[src/rtl/tessent_scanmux_nway_secure_ctrl.sv]
// rtl/tessent_scanmux_nway_secure_ctrl.sv - key-protected N-way IJTAG scan mux control register
//
// Purpose:
//   IJTAG-style control register that selects one of NUM_IN scan paths.
//   A scan word carries an unlock key and a path select.
//   An update with the correct key moves the select into the update register.
//   An update with a wrong key forces the select back to RESET_SEL and sets a
//   sticky lock flag. Only reset clears the lock flag.
//
// Ports:
//   ijtag_tck    in  1       clock, rising edge
//   ijtag_reset  in  1       synchronous active-low reset
//   ijtag_sel    in  1       register selected; gates capture/shift/update
//   ijtag_ce     in  1       capture enable (highest priority)
//   ijtag_se     in  1       shift enable
//   ijtag_ue     in  1       update enable (lowest priority)
//   ijtag_si     in  1       scan-in
//   ijtag_so     out 1       scan-out (sr[0])
//   mux_in       in  NUM_IN  data inputs, bit i = path i
//   mux_out      out 1       selected data
//   enable_in    in  1       upstream path enable
//   enable_out   out NUM_IN  one-hot qualified enables
//   locked       out 1       sticky security-violation flag

module tessent_scanmux_nway_secure_ctrl #(
  parameter int               NUM_IN    = 4,
  parameter int               KEY_W     = 8,
  parameter logic [KEY_W-1:0] KEY_VALUE = KEY_W'(8'hA5),
  parameter int               RESET_SEL = 0
) (
  input  logic              ijtag_tck,
  input  logic              ijtag_reset,
  input  logic              ijtag_sel,
  input  logic              ijtag_ce,
  input  logic              ijtag_se,
  input  logic              ijtag_ue,
  input  logic              ijtag_si,
  output logic              ijtag_so,
  input  logic [NUM_IN-1:0] mux_in,
  output logic              mux_out,
  input  logic              enable_in,
  output logic [NUM_IN-1:0] enable_out,
  output logic              locked
);

  localparam int SEL_W = (NUM_IN > 2) ? $clog2(NUM_IN) : 1;
  localparam int SR_W  = KEY_W + SEL_W;

  localparam logic [SEL_W-1:0] RESET_SEL_V = SEL_W'(RESET_SEL);
  // One extra bit so that NUM_IN itself is representable, e.g. NUM_IN=16.
  localparam logic [SEL_W:0]   NUM_IN_V    = (SEL_W + 1)'(NUM_IN);

  logic [SR_W-1:0]  r_sr;
  logic [SEL_W-1:0] r_sel_q;
  logic             r_lock_q;

  logic [KEY_W-1:0] w_key_field;
  logic [SEL_W-1:0] w_sel_field;
  logic             w_key_ok;
  logic             w_sel_ok;

  assign w_key_field = r_sr[SR_W-1:SEL_W];
  assign w_sel_field = r_sr[SEL_W-1:0];
  assign w_key_ok    = (w_key_field == KEY_VALUE);
  // Out-of-range selects are ignored so that sel_q always names a real path.
  assign w_sel_ok    = ({1'b0, w_sel_field} < NUM_IN_V);

  always_ff @(posedge ijtag_tck) begin
    if (!ijtag_reset) begin
      r_sr     <= '0;
      r_sel_q  <= RESET_SEL_V;
      r_lock_q <= 1'b0;
    end else if (ijtag_sel) begin
      if (ijtag_ce) begin
        // The key field is zeroed on capture so the key never leaks out.
        r_sr <= {{KEY_W{1'b0}}, r_sel_q};
      end else if (ijtag_se) begin
        r_sr <= {ijtag_si, r_sr[SR_W-1:1]};
      end else if (ijtag_ue && !r_lock_q) begin
        if (w_key_ok) begin
          if (w_sel_ok) begin
            r_sel_q <= w_sel_field;
          end
        end else begin
          r_sel_q  <= RESET_SEL_V;
          r_lock_q <= 1'b1;
        end
      end
    end
  end

  assign ijtag_so = r_sr[0];
  assign locked   = r_lock_q;

  always_comb begin
    mux_out    = 1'b0;
    enable_out = '0;
    for (int i = 0; i < NUM_IN; i++) begin
      if (r_sel_q == SEL_W'(i)) begin
        mux_out       = mux_in[i];
        enable_out[i] = enable_in;
      end
    end
  end

endmodule
[config.mk]
export PLATFORM = sky130hd
export DESIGN_NAME = tessent_scanmux_nway_secure_ctrl
export DESIGN_NICKNAME = d
export VERILOG_FILES = /design/src/rtl/tessent_scanmux_nway_secure_ctrl.sv
export SDC_FILE = /design/constraint.sdc
export NUM_CORES = 1
export LEC_CHECK = 0
export CORE_MARGIN = 8
export CORE_UTILIZATION = 30
export DETAILED_ROUTE_END_ITERATION = 12
export GPL_TIMING_DRIVEN = 0
export SETUP_SLACK_MARGIN = 0.4
export SYNTH_ARGS = -nofsm -noshare
export SYNTH_HDL_FRONTEND = slang
export SYNTH_SLANG_ARGS = --single-unit
export TNS_END_PERCENT = 1
[constraint.sdc]
create_clock -name ijtag_tck -period 1.39 [get_ports ijtag_tck]
set_input_delay 0.3475 -clock ijtag_tck [delete_from_list [all_inputs] [get_ports ijtag_tck]]
set_output_delay 0.3475 -clock ijtag_tck [all_outputs]
set_load 0.005 [all_outputs]
; After elaboration in Yosys (flattened, before gate mapping)
; Cells that the tools add are included.
[word_totals]
ff_bits = 13
latch_bits = 0
mem_bits_rw = 0
rom_bits = 0
inputBits = 12
out_inout_bits = 7
word_cells = 28
n_memories = 0
[op_classes]
n_addsub = 0
multipliers = 0
div = 0
magnitude_cmp = 0
n_eq_ne = 4
shift = 0
n_mux = 11
bitwise = 3
n_reduce_logical = 7
[ops]
columns = cell, n
row1 = $mux 10, 2
row2 = $eq 8x8->1 const B, 1
row3 = $mux 1, 8
row4 = $reduce_and 5->1, 1
row5 = $eq 2x2->1 const B, 2
row6 = $reduce_and 4->1, 1
row7 = $not 1->1, 3
row8 = $eq 2x1->1 const B, 1
row9 = $logic_not 2->1, 1
row10 = $mux 2, 1
row11 = $reduce_and 2->1, 1
row12 = $reduce_bool 2->1, 1
row13 = $logic_and 1x1->1, 1
row14 = $logic_not 1->1, 1

; Logic depth before layout (Yosys ltp)
[depth]
depth_word = 5
ltp_mapped = 4
ltp_nobuf = 3

; Least setup slack after synthesis
; No wires, ideal clock.
[synth_timing]
kind = register to output
startpoint = reg r_sel_q[0]
endpoint = out mux_out
arrival_time_ns = 0.924
t_required_ns = 1.043
setup_slack_ns = 0.119
stages_incl_launch_ff = 2
path_buffers = 0
cell_sequence = dfxtp_1 mux4_2
[synth_between]
elab_chain_cells = 5
elab_cells_between_ends = 8
classes_between = eq/ne (3) / mux (4) / reduce/logical (1)
[synth_rtl]
columns = item, line_no
row1 = "start, declared", 54  ; logic [SEL_W-1:0] r_sel_q;
row2 = "start signal, assigned", 82  ; r_sel_q <= w_sel_field;
row3 = $logic_not 2->1, 99  ; if (r_sel_q == SEL_W'(i)) begin
row4 = $mux 1 (3 in series), 99
row5 = $mux 1 (*), 99
row6 = "end, declared", 40  ; output logic mux_out,
; Every way passes the cells marked *; elsewhere a longest branch is shown, timed or not.

; Worst setup path after layout
; Ends and elaborated chain as after synthesis.

==> impl_metrics.toml <==
[global_routing]
antenna_found_initial = 0
track_usage_pct = 10.2
grt_pass1_wl_um = 2900
grt_pass1_vias = 625
overflow = 0
grt_max_degree = 11

[cells_and_area]
drive_gt1_share_pct = 34.7
ff_latch_area_um2 = 275
diodes = 0
synthToLayoutAreaGrowth_pct = 43.8
nets = 108
fill_cells = 228
multi_input_area_um2 = 364
fin_util_pct = 45.9

[timing]
final_max_slew_viol_count = 0
fin_skew_ns = 0.00845
worst_pin_slew_ns = 0.241
period_needed_ns = 1.63
fmax_ghz = 0.614
holdWs_ns = 0.451
finalSetupViolCount = 3
rsz0062_at_grt = "true"
slew_headroom_pct = 83.9
finalHoldViolCount = 0
finalCritPeriodShare_pct = 117
setup_ws_ns = -0.238
timing.setup.tns_ns = -0.278

[clock_network]
cts_sinks = 13
insertion_delay_ns = 0.28
cts.htree.levels = 1
clock_path_buffers = 2
cts_buffers = 3
clk_pin_slew_ns = 0.09
tritoncts = "done"
cts_root_buffer = "clkbuf_4"

[placed_design]
io_buffers = 18
hpwlAfterDp_um = 1240
gp_congestion = 0.762

[power_and_ir_drop]
totalPowerFinal_w = 0.000709
p_per_area_mw_per_mm2 = 788
irDropWorstVdd_uv = 699
p_leak_nw = 0.349

[synthesis]
yosysTopAreaCellShare_pct = 41.6
synth_area_um2 = 626
syn_area_per_cell_um2 = 9.07
ys_types = 23
ys_ff_latch = 13
syn_nets = 81
ys_seq_area_share_pct = 41.6
yosysTopAreaCell = "dfxtp_1"
synth_warnings = 0
synthTopCellsByArea = "dfxtp_1 42%, nand3b_1 9.6%, a21oi_1 6.4%"
synthCells = 69

[critical_path]
reg2reg_depth = 3
crit_fanout = 3
critPathLaunchType = "flop"
end_kind = "output port"
crit_type = "flop to output port"
cp_data_arrival_time_ns = 1.28
cp_data_required_time_ns = 1.04
regToRegSetupSlack_ns = 0.23

[routing]
vias_per_cell = 5.02
vias = 612
drc_errors = 0
final_antenna_net_count = 0
firstDrtPassIters = 4
drt_iter0_markers = 16
wl_um = 1750
wl_per_cell_um = 14.4

[status]
violations = "setup timing"
status = "finished with violations"

[floorplan]
die_w_um = 61.7
core_area_mm2 = 0.00196
num_rows = 16
ioPinCount = 19
die-area_mm2 = 0.00380
floorplan.initialDensity_pct = 31.9
chipHeight_um = 61.7

[job]
drv_cap = 0

[hold_path]
hp-class = "input pin to flop"
hold_depth = 4
-- path summary, 6_finish.rpt --
| path | startpoint | end |
|---|---|---|
| worst min-delay path | ijtag_se | r_sr[3] |
| worst max register to register | r_sr[3] | locked |
| worst max-delay path | r_sel_q[0] | mux_out |
| worst min register to register | r_sr[4] | r_sr[4] |
-- metal layers --
layer  track usage, %  vias up  wire [um]
met5                0        -          0
met4            0.974        0          0
met3             5.43        0        149
met2             18.3       19        859
met1             10.6      287        744
li1                 -      306          -
-- registers in the layout, summed over array words and instances, names as in the netlist --
name	count
r_sr	10
r_sel_q	2
locked	1
-- repair_timing --
item / 4_1_cts / 5_1_grt
pin swaps: 8 / 6
hold buffers: 0 / 0
setup buffers: 3 / 1
gates resized for setup: 53 / 9
setup endpoints to repair: 20 / 20
-- metrics by stage --
stage	instances	worst slack [ns]	instance area (um^2)
final	122	-0.238	900
after global routing	122	-0.275	900
after CTS	121	-0.267	902
after detailed placement	114	-0.634	843
after global placement	114	-0.618	843
after floorplan	69	0.193	629
-- cells in the final DEF, fill, tap and decap left out, drive strengths merged --
cell,synthesis,routed
buf,2,14
and4bb,1,1
a21oi,8,8
nor4b,1,1
mux4,1,1
nand4,1,1
and3,1,1
o21a,1,1
o21ai,3,3
nand3b,8,8
dlygate4sd2,0,6
mux2i,2,2
clkbuf,1,6
dfxtp,13,13
a211oi,2,2
a22o,1,1
inv,1,1
clkdlybuf4s50,0,1
nor2b,1,1
clkinv,0,1
o211ai,2,2
nor3b,1,1
nand4bb,1,1
nor2,5,5
nand4b,2,2
nand2,10,10
clkdlybuf4s15,0,1
-- critical path, stage by stage, from the launching register on --
cell and delay, ns:
dfxtp_4 0.37, mux4_2 0.51, buf_6 0.13
-- where the power goes --
part / switching, W / internal, W / leakage [nW]
combinational: 0.0000433 / 0.0000500 / 0.223
sequential: 0.00000632 / 0.000374 / 0.109
clock: 0.000129 / 0.000107 / 0.0177
total: 0.000179 / 0.000530 / 0.349
-- cells in the mapped netlist --
master and instances:
dfxtp_1 13, nand2_1 10, a21oi_1 8, nand3b_1 8, nor2_1 5, o21ai_1 3, a211oi_1 2, buf_4 2
mux2i_1 2, nand4b_1 2, o211ai_1 2, a22o_1 1, and3_1 1, and4bb_2 1, clkbuf_1 1, inv_1 1
mux4_2 1, nand4_1 1, nand4bb_1 1, nor2b_1 1, nor3b_1 1, nor4b_2 1, o21a_1 1
-- layout make-up --
cell class / instances / share of cell area (%)
Buffer: 3 / 2.64
Clock buffer: 3 / 2.50
Inverter: 1 / 0.417
Tap cell: 27 / 3.76
Multi-Input combinational cell: 52 / 40.5
Sequential cell: 13 / 30.6
Timing Repair Buffer: 22 / 19.1
Clock inverter: 1 / 0.556
-- cell families (layout without fill, tap and decap cells) --
kind of cell	Yosys count	in the layout	share of synthesized area, %
buf+inv	4	30	3.60
mux	3	3	6.80
compound gates	17	17	16.2
simple gates	32	32	31.8
flops	13	13	41.6
Power figures use the tool's default switching activity.
